$ cat src/rtl/seg7_pkg.sv
// Shared constants for the 7-segment scan driver: glyph table and nibble width.
// Latency: n/a (constants only).
// Backpressure: n/a.
package seg7_pkg;

    localparam int NIB_W = 4;

    localparam logic [6:0] SEG_OFF  = 7'h7F;
    localparam logic [6:0] SEG_DASH = 7'h3F;

    // Active-low gfedcba patterns, indexed by hex value 0..F.
    localparam logic [6:0] GLYPH_TBL [16] = '{
        7'h40, 7'h79, 7'h24, 7'h30,
        7'h19, 7'h12, 7'h02, 7'h78,
        7'h00, 7'h18, 7'h08, 7'h03,
        7'h46, 7'h21, 7'h06, 7'h0E
    };

endpackage

$ cat src/rtl/seg7_glyph_lut.sv
// Nibble to active-low 7-segment glyph lookup.
// Latency: combinational.
// Backpressure: none.
module seg7_glyph_lut
    import seg7_pkg::*;
(
    input  logic [NIB_W-1:0] nib,
    output logic [6:0]       seg
);

    // Straight table lookup; every 4-bit code has a glyph.
    always_comb begin
        seg = GLYPH_TBL[nib];
    end

endmodule

$ cat src/rtl/seg7_scan_driver.sv
// Time-multiplexed common-anode 7-segment driver with frame-aligned data update.
// Latency: all outputs registered, one cycle behind the scan position.
// Backpressure: none; LOAD is always accepted, the display free-runs.
module seg7_scan_driver
    import seg7_pkg::*;
#(
    parameter int unsigned NUM_DIGITS   = 4,
    parameter int unsigned SCAN_DIV     = 50000,
    parameter int unsigned BLANK_CYCLES = 64
) (
    input  logic                        CLK,
    input  logic                        RST_N,
    input  logic [NIB_W*NUM_DIGITS-1:0] VALUE,
    input  logic                        LOAD,
    input  logic [NUM_DIGITS-1:0]       DP_IN,
    input  logic [NUM_DIGITS-1:0]       DIGIT_EN,
    input  logic                        LZ_BLANK,
    output logic [6:0]                  SEG,
    output logic                        DP,
    output logic [NUM_DIGITS-1:0]       AN,
    output logic                        FRAME_DONE
);

    localparam int unsigned CNT_W = (SCAN_DIV > 1) ? $clog2(SCAN_DIV) : 1;
    localparam int unsigned IDX_W = $clog2(NUM_DIGITS);
    localparam logic [CNT_W-1:0] CNT_LAST = CNT_W'(SCAN_DIV - 1);
    localparam logic [IDX_W-1:0] IDX_LAST = IDX_W'(NUM_DIGITS - 1);

    // Scan position
    logic [CNT_W-1:0] cnt_q, cnt_d;
    logic [IDX_W-1:0] idx_q, idx_d;
    logic             boundary;

    // Shadow (written any time) and display (changes only at frame boundary)
    logic [NIB_W*NUM_DIGITS-1:0] sh_val_q, sh_val_d;
    logic [NUM_DIGITS-1:0]       sh_dp_q,  sh_dp_d;
    logic [NUM_DIGITS-1:0]       sh_en_q,  sh_en_d;
    logic                        pend_q,   pend_d;
    logic [NIB_W*NUM_DIGITS-1:0] ds_val_q, ds_val_d;
    logic [NUM_DIGITS-1:0]       ds_dp_q,  ds_dp_d;
    logic [NUM_DIGITS-1:0]       ds_en_q,  ds_en_d;

    // Registered pin drivers
    logic [6:0]            seg_q, seg_d;
    logic                  dp_q,  dp_d;
    logic [NUM_DIGITS-1:0] an_q,  an_d;
    logic                  fd_q,  fd_d;

    logic [NIB_W-1:0]      nib [NUM_DIGITS];
    logic [NUM_DIGITS-1:0] zero_above;
    logic [NUM_DIGITS-1:0] suppress;
    logic [6:0]            glyph;

    // Slot counter and digit index advance; flag the last cycle of the frame.
    always_comb begin
        boundary = (cnt_q == CNT_LAST) && (idx_q == IDX_LAST);
        cnt_d    = cnt_q + 1'b1;
        idx_d    = idx_q;
        if (cnt_q == CNT_LAST) begin
            cnt_d = '0;
            idx_d = (idx_q == IDX_LAST) ? '0 : idx_q + 1'b1;
        end
    end

    // Shadow capture on LOAD; display swaps only on the frame boundary so a frame never tears.
    always_comb begin
        sh_val_d = sh_val_q;
        sh_dp_d  = sh_dp_q;
        sh_en_d  = sh_en_q;
        pend_d   = pend_q;
        ds_val_d = ds_val_q;
        ds_dp_d  = ds_dp_q;
        ds_en_d  = ds_en_q;
        if (LOAD) begin
            sh_val_d = VALUE;
            sh_dp_d  = DP_IN;
            sh_en_d  = DIGIT_EN;
            pend_d   = 1'b1;
        end
        if (boundary) begin
            if (LOAD) begin
                // Same-cycle load bypasses the shadow so it costs no extra frame.
                ds_val_d = VALUE;
                ds_dp_d  = DP_IN;
                ds_en_d  = DIGIT_EN;
                pend_d   = 1'b0;
            end else if (pend_q) begin
                ds_val_d = sh_val_q;
                ds_dp_d  = sh_dp_q;
                ds_en_d  = sh_en_q;
                pend_d   = 1'b0;
            end
        end
    end

    // Leading-zero detection from the top digit down, then per-digit suppression.
    always_comb begin
        logic acc;
        acc = 1'b1;
        for (int i = 0; i < int'(NUM_DIGITS); i++) begin
            nib[i] = ds_val_q[i*NIB_W +: NIB_W];
        end
        for (int i = int'(NUM_DIGITS) - 1; i >= 0; i--) begin
            acc           = acc & (nib[i] == '0);
            zero_above[i] = acc;
        end
        for (int i = 0; i < int'(NUM_DIGITS); i++) begin
            // Digit 0 is exempt so an all-zero value still reads "0".
            suppress[i] = !ds_en_q[i] || (LZ_BLANK && (i != 0) && zero_above[i]);
        end
    end

    seg7_glyph_lut u_glyph (
        .nib (nib[idx_q]),
        .seg (glyph)
    );

    // Next pin values: dark during the ghost-blanking window or for a suppressed digit.
    always_comb begin
        an_d  = '1;
        seg_d = SEG_OFF;
        dp_d  = 1'b1;
        fd_d  = boundary;
        if (!((32'(cnt_q) < BLANK_CYCLES) || suppress[idx_q])) begin
            an_d[idx_q] = 1'b0;
            seg_d       = glyph;
            dp_d        = ~ds_dp_q[idx_q];
        end
    end

    // All state; reset darkens the pins at once and restarts the scan at digit 0.
    always_ff @(posedge CLK or negedge RST_N) begin
        if (!RST_N) begin
            cnt_q    <= '0;
            idx_q    <= '0;
            sh_val_q <= '0;
            sh_dp_q  <= '0;
            sh_en_q  <= '0;
            pend_q   <= 1'b0;
            ds_val_q <= '0;
            ds_dp_q  <= '0;
            ds_en_q  <= '0;
            seg_q    <= SEG_OFF;
            dp_q     <= 1'b1;
            an_q     <= '1;
            fd_q     <= 1'b0;
        end else begin
            cnt_q    <= cnt_d;
            idx_q    <= idx_d;
            sh_val_q <= sh_val_d;
            sh_dp_q  <= sh_dp_d;
            sh_en_q  <= sh_en_d;
            pend_q   <= pend_d;
            ds_val_q <= ds_val_d;
            ds_dp_q  <= ds_dp_d;
            ds_en_q  <= ds_en_d;
            seg_q    <= seg_d;
            dp_q     <= dp_d;
            an_q     <= an_d;
            fd_q     <= fd_d;
        end
    end

    assign SEG        = seg_q;
    assign DP         = dp_q;
    assign AN         = an_q;
    assign FRAME_DONE = fd_q;

endmodule

$ cat config.mk
export PLATFORM = sky130hd
export DESIGN_NAME = seg7_scan_driver
export DESIGN_NICKNAME = d
export VERILOG_FILES = /design/src/rtl/seg7_pkg.sv /design/src/rtl/seg7_glyph_lut.sv /design/src/rtl/seg7_scan_driver.sv
export SDC_FILE = /design/constraint.sdc
export NUM_CORES = 1
export LEC_CHECK = 0
export ABC_CLOCK_PERIOD_IN_PS = 2350
export CAP_MARGIN = 15
export CORE_ASPECT_RATIO = 0.6
export CORE_MARGIN = 2
export CORE_UTILIZATION = 31
export CTS_BUF_LIST = sky130_fd_sc_hd__clkbuf_16
export CTS_CLUSTER_DIAMETER = 200
export DETAILED_ROUTE_END_ITERATION = 6
export SYNTH_ARGS = -nofsm -noshare
export SYNTH_HDL_FRONTEND = slang
export SYNTH_SLANG_ARGS = --single-unit
export TNS_END_PERCENT = 5
$ cat constraint.sdc
create_clock -name CLK -period 2.35 [get_ports CLK]
set_input_delay 0.3525 -clock CLK [delete_from_list [all_inputs] [get_ports CLK]]
set_output_delay 0.3525 -clock CLK [all_outputs]
set_load 0.05 [all_outputs]
# == Word-level counts from Yosys, hierarchy flattened ==
# Memory sizes are Yosys's and may differ from the RTL's.
# Cells that the tools add are included.
# totals
input_bits,28
reg_bits,80
n_memories,1
elab_cells,73
romBits,112
output_inout_bits,13
# memory_table
memory,words,word_bits,read_ports,rd_ports_with_merged_regs,wr,line,text
(name not given),16,7,1,0,0,seg7_glyph_lut.sv:13,seg = GLYPH_TBL[nib];
# op_classes
reduce_logical,18
order_cmp,5
muxes,26
bitwise_logic,6
n_addsub,2
eq_ne,2
# op_table
operator,n
$mux 16,3
$mux 4,7
$mux 7,3
$add 16x1->16 const B,1
$eq 16x16->1 const B,1
$lt 16x7->1 const B,1
$logic_not 4->1,3
$bmux 4 s2,1
$mux 1,8
$ge 5x5->1 const B,1
$logic_and 1x1->1,5
$not 4->5,1
$bmux 1 s2,2
$logic_not 1->1,4
$logic_or 1x1->1,4
$not 4->4,1
$ge 3x3->1 const B,1
$lt 2x3->1 const B,1
$not 2->3,1
$add 2x1->2 const B,1
$and 1x1->1,2
$demux 1 s2,1
$eq 2x2->1 const B,1
$ge 2x1->1 const B,1
4 further kinds,4

# == Logic depth before layout (Yosys ltp) ==
# Gate-level depths: netlist of run 1.
# depth
ltp_word,9
depth_mapped,8
mapped_depth_nobuf,7

# == Modules after synthesis ==
# From an unflattened synthesis of run 1, not the netlist that was laid out.
# hier_totals
cells_unflattened,280
hier_area_um2,3723.6
# modules_own_cells
mod,seq_area_each_um2,area_per_inst_um2,cells_per_inst,n_inst
seg7_scan_driver,2016.9,3458.3,243,1
seg7_glyph_lut,0.0,265.3,37,1

# == Worst setup path after synthesis of run 1 ==
# No wires, ideal clock.
# synth_path
path_kind,flip-flop to flip-flop
start,register idx_q[0]
end,register seg_q[3] (netlist: SEG[3])
synth_period_minus_slack_ps,2037
path_slack_ps,313
setup_time_ps,101
path_buffers,1
arrival_ps,1937
path_stages_with_launch,8
required_time_ps,2249
cell_sequence,dfrtp_1 -> buf_2 -> mux4_2 -> inv_1 -> ha_1 -> mux2_2 -> nand2_1 -> nand4_1
# synth_via
elab_chain_cells,9
elab_cells_between_ends,12
cone_classes,mux: 8; bitwise: 2; reduce/logical: 1; memory: 1
# synth_rtl
item,line,text
from (decl),seg7_scan_driver.sv:31,"logic [IDX_W-1:0] idx_q, idx_d;"
from (signal assigned),seg7_scan_driver.sv:149,idx_q <= idx_d;
$not 2->3 (not written as such),seg7_scan_driver.sv:114,".nib (nib[idx_q]),"
$bmux 4 s2,seg7_scan_driver.sv:114,
$mux 4 (not written as such) (2 in series),seg7_scan_driver.sv:114,
$not 4->5 (not written as such),seg7_glyph_lut.sv:13,
$mem_v2 16x7,-,
$mux 7 (not written as such) (2 in series),seg7_glyph_lut.sv:13,
$mux 7 (*),seg7_scan_driver.sv:124,if (!((32'(cnt_q) < BLANK_CYCLES) || suppress[idx_q])) begin
named net seg_d[3],seg7_scan_driver.sv:44,"logic [6:0] seg_q, seg_d;"
to (signal assigned),seg7_scan_driver.sv:157,seg_q <= seg_d;
to (decl),seg7_scan_driver.sv:44,
# The timed path passes the listed nets; every way through them passes the cells marked *. The select of a mux whose other input is x is not followed.
# A chain may end at the register's enable or synchronous reset.

# == Worst setup path in the final report of run 1 ==
# layout_path
start,register cnt_q[13]
end,register ds_dp_q[2]
# layout_via
elab_chain_cells,3
# layout_rtl
item,line,text
from (decl),seg7_scan_driver.sv:30,"logic [CNT_W-1:0] cnt_q, cnt_d;"
from (signal assigned),seg7_scan_driver.sv:148,cnt_q <= cnt_d;
$eq 16x16->1,seg7_scan_driver.sv:56,boundary = (cnt_q == CNT_LAST) && (idx_q == IDX_LAST);
$logic_and 1x1->1,seg7_scan_driver.sv:56,
$reduce_and 2->1 (no source line),-,
to (signal assigned),seg7_scan_driver.sv:155,ds_dp_q <= ds_dp_d;
to (decl),seg7_scan_driver.sv:40,"logic [NUM_DIGITS-1:0] ds_dp_q, ds_dp_d;"
# Every way passes these cells.

==> results of run 1 <==
## final cells by class
type                       count  share of cell area (%)
clock buffer                   9                   4.909
clock inverter                 7                   1.554
timing repair buffer          48                   10.53
inverter                       7                  0.5727
tap                          160                   4.363
multi-input combinational    173                   34.12
sequential                    80                   43.96
## logic make-up (layout without fill, tap and decap cells)
group | after synthesis | in the layout | share of synthesized area [%]
compound gates | 16 | 16 | 2.997
xor+xnor | 14 | 14 | 3.337
fa+ha+maj | 10 | 10 | 3.405
buf+inv | 20 | 71 | 2.520
flops | 80 | 80 | 54.89
mux | 57 | 57 | 20.94
simple gates | 76 | 76 | 11.92
## power by group through the flow
stage / sequential, W / clock (W) / combinational, W
after floorplan: 0.00145 / 0 / 0.0000607
after global placement: 0.00145 / 0 / 0.000151
after detailed placement: 0.00145 / 0 / 0.000154
after CTS: 0.00143 / 0.00141 / 0.000155
after global routing: 0.00143 / 0.00147 / 0.000167
final: 0.00143 / 0.00138 / 0.000149
## critical path: stages, from the launching register on
cell and delay, ns:
dfrtp_1 0.42, or4_4 0.58, nor3_4 0.28, nand4b_4 0.14, buf_12 0.20, mux2_4 0.32
## per-stage QoR
stage | total power, W | instances
after detailed placement | 0.001607 | 468
after floorplan | 0.001511 | 273
final | 0.002954 | 484
after CTS | 0.002993 | 484
after global routing | 0.003065 | 484
after global placement | 0.001603 | 468
## routing by layer
layer | vias up | track usage [%] | share of wire [%]
met5 | - | 0 | 0
met4 | 0 | 5.119 | 1.7
met3 | 13 | 3.896 | 5.7
met2 | 60 | 16.89 | 38
met1 | 1115 | 20.86 | 54
li1 | 1077 | - | -
## cells in the final DEF, fill, tap and decap left out, types with 2 or more instances in the layout
cell	instances
a211o_1	2
a21oi_1	4
and3_1	6
buf_12	2
buf_4	7
clkbuf_16	9
clkdlybuf4s50_1	39
clkinv_1	2
clkinv_4	2
dfrtp_1	68
dfstp_2	12
ha_1	10
inv_1	7
mux2_2	29
mux2_4	20
mux2i_1	3
mux4_2	5
nand2_1	6
nand3_1	17
nand3b_1	3
nand4_1	7
nor2_1	16
nor2b_1	2
nor3_1	4
nor4_1	5
o21ai_0	4
or4_1	2
xnor2_1	5
xor2_1	9
## sequential cells by signal, summed over array words and instances (netlist names)
signal,cells
idx_q,2
sh_val_q,16
AN,4
FRAME_DONE,1
DP,1
ds_en_q,4
sh_en_q,4
sh_dp_q,4
SEG,7
ds_val_q,16
ds_dp_q,4
pend_q,1
cnt_q,16
## path summary, 6_finish.rpt
check,cells past startpoint,end,from
setup / recovery,5,ds_dp_q[2],cnt_q[13]
hold / removal,1,ds_dp_q[1],RST_N
setup reg to reg,5,ds_dp_q[2],cnt_q[13]
hold reg to reg,1,sh_en_q[2],sh_en_q[2]
max in group asynchronous,2,ds_val_q[10],RST_N
min in group CLK,1,sh_en_q[2],sh_en_q[2]
==> results by group, run 1 <==
Finish
  • Design area: approximately 4600 um2
  • Share of final-layout standard cells stronger than drive strength 1: 28.70%
  • Final Net Count: ~360
  • Inserted Diodes: 0
  • Layout fillers: 1094
  • Synthesis-to-finish area growth: 24.86%
  • Final core utilization: about two fifths
  • Multi-input logic area: around 1600 um2
  • Storage cell area: 2017 um2

Global route
  • GRT overflow: 0
  • Total routing usage reported by global routing: between 10% and 20%
  • Largest net degree at the start of global routing: between 40 and 50
  • Antenna violations before repair: 0
  • Vias in the first global route: between 2000 and 2500
  • Wire length of the first global-routing pass: ~13 mm

Critical path
  • Critical Setup Path Class: flop to flop
  • Crit start category: flop
  • Critical Path End Type: flop
  • FF-to-FF setup slack: around 0.27 ns
  • CP arrival: 2.30 ns
  • Worst EP required: between 2 and 3 ns
  • CP max FO: 24

Clock network
  • Max clock buf depth: 2
  • Number of post-CTS setup repair buffers: 0
  • Clock latency at the later pin of the worst-skew pair: 0.34 ns
  • Total CTS buffers: 9
  • Hold-fix buffer count after cts: 0
  • Clk slew on worst S/H paths: ~0.06 ns
  • Clk sink count: 80
  • Number of H-tree branching levels: 3
  • Root Driver: clkbuf_16
  • TritonCTS clock tree: yes
  • Count of instances resized after the clock tree is built: 0

STA
  • Measured slew at the worst slew-check pin: roughly 0.56 ns
  • Part of the cycle the worst path needs: between 80 and 90%
  • Relative slew slack: between 60% and 70%
  • Final setup violation count: 0
  • Max Slew Vio Count: 0
  • Final hold viol count: 0
  • Achievable frequency: 480.7 MHz
  • RSZ-0062 raised after global routing: false
  • Final worst hold slack: ~0.015 ns
  • Setup_tns: 0 ns
  • Final worst path period need: about 2.1 ns
  • Worst clock skew on the final layout: between 0.01 and 0.015 ns
  • Fin worst setup slack: around 0.27 ns

Synth
  • Cell type with the highest aggregate area in the netlist: dfrtp_1
  • Share of synthesized flip-flops with an asynchronous set or reset: 100.0%
  • Synthesized cell area: around 3700 um2
  • Gate Count Post-Synth: roughly 270
  • Ranking of synthesized cells by instance count: dfrtp_1, mux2_2, mux2_4
  • Syn Nets: ~310
  • EDFF count, synth: 0
  • Number of synthesis warnings: 0
  • Fraction of the yosys area taken by sequential cells: around 55%
  • Number of different library cells in the post-synthesis netlist: a little over 40
  • Post-synth top flop: dfrtp_1
  • Synthesized area divided by synthesized cell count: 13.46 um2
  • Number of register bits inferred by synthesis: 80
  • Synth top area cells: dfrtp_1, mux2_2, dfstp_2, mux2_4, ha_1
  • Cell with the most instances after synthesis: dfrtp_1
  • Share of the synthesized area in the top cell type: between 40% and 50%

Placed design
  • Post-Place Worst Slack: 0.2943 ns
  • Final weighted congestion in routability-driven placement: about 0.83
  • Number of port buffers: 40
  • Area of placed instances: ~4300 um2
  • Sum of net half-perimeters after detailed placement: 5.371 mm

Detailed routing
  • Wirelength, routed: between 7 and 8 mm
  • Remaining routing DRC violations: 0
  • Wirelength per Cell: between 15 and 20 um
  • Antenna Violating Nets Remaining: 0
  • Vias per inst: roughly 4.7
  • Pre-antenna DRT Iters: 4
  • Violation count after the first detailed-routing iteration: 140
  • Vias: about 2300

Run
  • Max-capacitance violation count: 0

Floorplan
  • Standard-cell row count: 30
  • Die Area: 12770 um2
  • Initial standard-cell utilization of the core: roughly a third
  • Vertical die dimension: 88.34 um
  • Boundary pin count: slightly above 40
  • Die Span X: roughly 140 um
  • Placeable core region: 11410 um2

Power and ir drop
  • Cell Pwr Density: ~640 nW/um2
  • Relative contribution of combinational cells to total power: 5.0%
  • Switching portion of total power: between 20% and 30%
  • Clock network fraction of design power: a little under half
  • Worst IR drop on VDD: about 0.28 mV
  • Sw power: between 0.0006 and 0.0007 W
  • Static leakage: between 2 and 2.5 nW
  • Share of power burned in registers: between 40% and 50%
  • Cell-internal power: roughly 0.0023 W

Hold path
  • Worst min path class: input port to asynchronous set/reset pin

Run status
  • Outcome: finished clean
Power figures use the tool's default switching activity.
==> run 2, diff against run 1 <==
--- a/config.mk
+++ b/config.mk
@@ -15,2 +15,3 @@
 export DETAILED_ROUTE_END_ITERATION = 6
+export SKIP_CTS_REPAIR_TIMING = 1
 export SYNTH_ARGS = -nofsm -noshare
==> constraint.sdc (replaced) <==
create_clock -name CLK -period 2.35 [get_ports CLK]
set_input_delay 0.235 -clock CLK [delete_from_list [all_inputs] [get_ports CLK]]
set_output_delay 0.235 -clock CLK [all_outputs]
set_load 0.05 [all_outputs]
==> run 2 against run 1 <==
Compared with the run above: sequential share of layout area grew 0.27 points; maximum frequency grew 1.1%; first-iteration DRC count shrank 5.0%; worst hold slack gained 0.38 ns; register-to-register slack gained 0.02 ns; setup slack gained 0.022 ns; clock skew shrank 0.0019 ns; cell area shrank 0.60%; highest routed layer unchanged.
==> results by group, run 2 (same netlist as run 1, synthesis figures left out) <==
Critical path
  • Critical Setup Path Class: flop to flop
  • CP max FO: 24
  • Critical Path End Type: flop
  • Category of cells accounting for the largest share of critical-path delay: simple AND/OR/NAND/NOR gates
  • Critical path, cell by cell: or4_4 -> nor3_4 -> nand4b_4 -> buf_12 -> mux2_4
  • CP arrival: 2.28 ns
  • Startpoint of the lowest-slack register-to-register path: cnt_q[13]
  • Highest-delay cell along the critical path: or4_4
  • Maximum single-stage delay on the critical path: between 0.5 and 0.6 ns
  • Critical Path Start: cnt_q[13]
  • Worst EP required: ~2.6 ns
  • Crit start category: flop
  • CP Buf/Inv Count: 1

Power and ir drop
  • Clock network fraction of design power: between 40% and 50%
  • Cell-internal power: roughly 0.0022 W
  • Worst IR drop on VDD: 0.3133 mV
  • Static leakage: ~2 nW
  • Cell Pwr Density: 613.2 nW/um2
  • Sw power: ~0.00060 W
  • Final Power: approximately 0.0028 W
  • Share of power burned in registers: 51.1%
  • Relative contribution of combinational cells to total power: roughly 5.5%
  • Switching portion of total power: between 20% and 30%

Floorplan
  • Standard-cell row count: 30
  • Die Area: ~13000 um2
  • Placeable core region: about 11000 um2
  • Die Span X: 144.6 um
  • Vertical die dimension: 88.34 um
  • Initial standard-cell utilization of the core: 32.20%
  • Boundary pin count: 41

STA
  • Final setup violation count: 0
  • Final worst path period need: 2.059 ns
  • Final hold viol count: 0
  • Measured slew at the worst slew-check pin: 0.5116 ns
  • Setup_tns: 0 ns
  • Achievable frequency: 485.7 MHz
  • RSZ-0062 raised after global routing: false
  • Final worst hold slack: a little under 0.4 ns
  • Max Slew Vio Count: 0
  • Part of the cycle the worst path needs: ~88%
  • Relative slew slack: about two thirds
  • Worst clock skew on the final layout: 0.008199 ns

Global route
  • Largest net degree at the start of global routing: 48
  • Wire length of the first global-routing pass: around 13 mm
  • Antenna violations before repair: 0
  • Total routing usage reported by global routing: a little over an eighth
  • GRT overflow: 0
  • Vias in the first global route: roughly 2400

Clock network
  • Clock latency at the later pin of the worst-skew pair: around 0.33 ns
  • Number of H-tree branching levels: 3
  • Max clock buf depth: 2
  • Total CTS buffers: 9
  • Root Driver: clkbuf_16
  • TritonCTS clock tree: yes
  • Clk sink count: 80
  • Clk slew on worst S/H paths: around 0.06 ns

Finish
  • Synthesis-to-finish area growth: 24.11%
  • Largest registers ranked by flip-flop count: cnt_q x16, ds_val_q x16, sh_val_q x16
  • Most frequent cells in the layout: dfrtp_1, clkdlybuf4s50_1, mux2_2
  • Leading cell type in the layout, fill and taps excluded: dfrtp_1
  • Inserted Diodes: 0
  • Design area: 4561 um2
  • Final Net Count: between 300 and 400
  • Share of final-layout standard cells stronger than drive strength 1: between 20 and 30%

Run status
  • Outcome: finished clean

Detailed routing
  • Vias: between 2000 and 2500
  • Vias per inst: about 4.7
  • Wirelength per Cell: between 15 and 20 um
  • Pre-antenna DRT Iters: 4
  • Antenna Violating Nets Remaining: 0
  • Remaining routing DRC violations: 0
  • Wirelength, routed: 7.476 mm
  • Violation count after the first detailed-routing iteration: between 100 and 150

Placed design
  • Sum of net half-perimeters after detailed placement: 5.402 mm
  • Number of port buffers: 40
  • Area of placed instances: between 4000 and 5000 um2
  • Final weighted congestion in routability-driven placement: around 0.86

Hold path
  • Worst min path class: input port to asynchronous set/reset pin

Run
  • Max-capacitance violation count: 0
## run 2: power groups by stage
stage | clock network (W) | logic, W | registers [W]
floorplan | 0 | 0.0000607 | 0.00145
global placement | 0 | 0.000155 | 0.00145
detailed placement | 0 | 0.000157 | 0.00145
CTS | 0.00125 | 0.000158 | 0.00143
global route | 0.00132 | 0.000171 | 0.00143
finish | 0.00121 | 0.000153 | 0.00143
## run 2: worst reg2reg max path, delay by kind of cell (launching register included)
kind	cells	cell delay (ns)
simple gates	3	1.00
mux	1	0.32
flops	1	0.42
buf+inv	1	0.21
## run 2: routing by layer
layer	vias up	wire, um	track usage (%)
met5	-	0	0
li1	1075	-	-
met1	1108	4078	19.17
met2	70	2879	17.49
met4	0	102	3.795
met3	11	416	5.195
## run 2: cell type report
cell class	instances	area, um2
clock inverters	7	33.78
repair buffers	49	493.0
clock buffers	9	225.2
fillers	1105	6850
inverters	7	26.28
well taps	160	200.2
flip-flops and latches	80	2017
multi-input cells	173	1565
## run 2: path summary, 6_finish.rpt
path | end | slack (ns) | cells after the start
min in group CLK | sh_en_q[2] | 0.49 | 1
max in group asynchronous | SEG[2] | 1.33 | 3
worst min register to register | sh_en_q[2] | 0.49 | 1
worst min-delay path | sh_val_q[0] | 0.40 | 2
worst max-delay path | ds_val_q[3] | 0.29 | 5
worst max register to register | ds_val_q[3] | 0.29 | 5
## run 2: per-stage QoR
stage | util [%] | worst slack (ns) | instances
3_5_place_dp | 37.61 | 0.2891 | 468
3_3_place_gp | 37.61 | 0.2919 | 468
2_1_floorplan | - | 0.3128 | 273
4_1_cts | 39.88 | 0.2758 | 484
6_report | 39.97 | 0.2912 | 485
5_1_grt | 39.97 | 0.1441 | 485
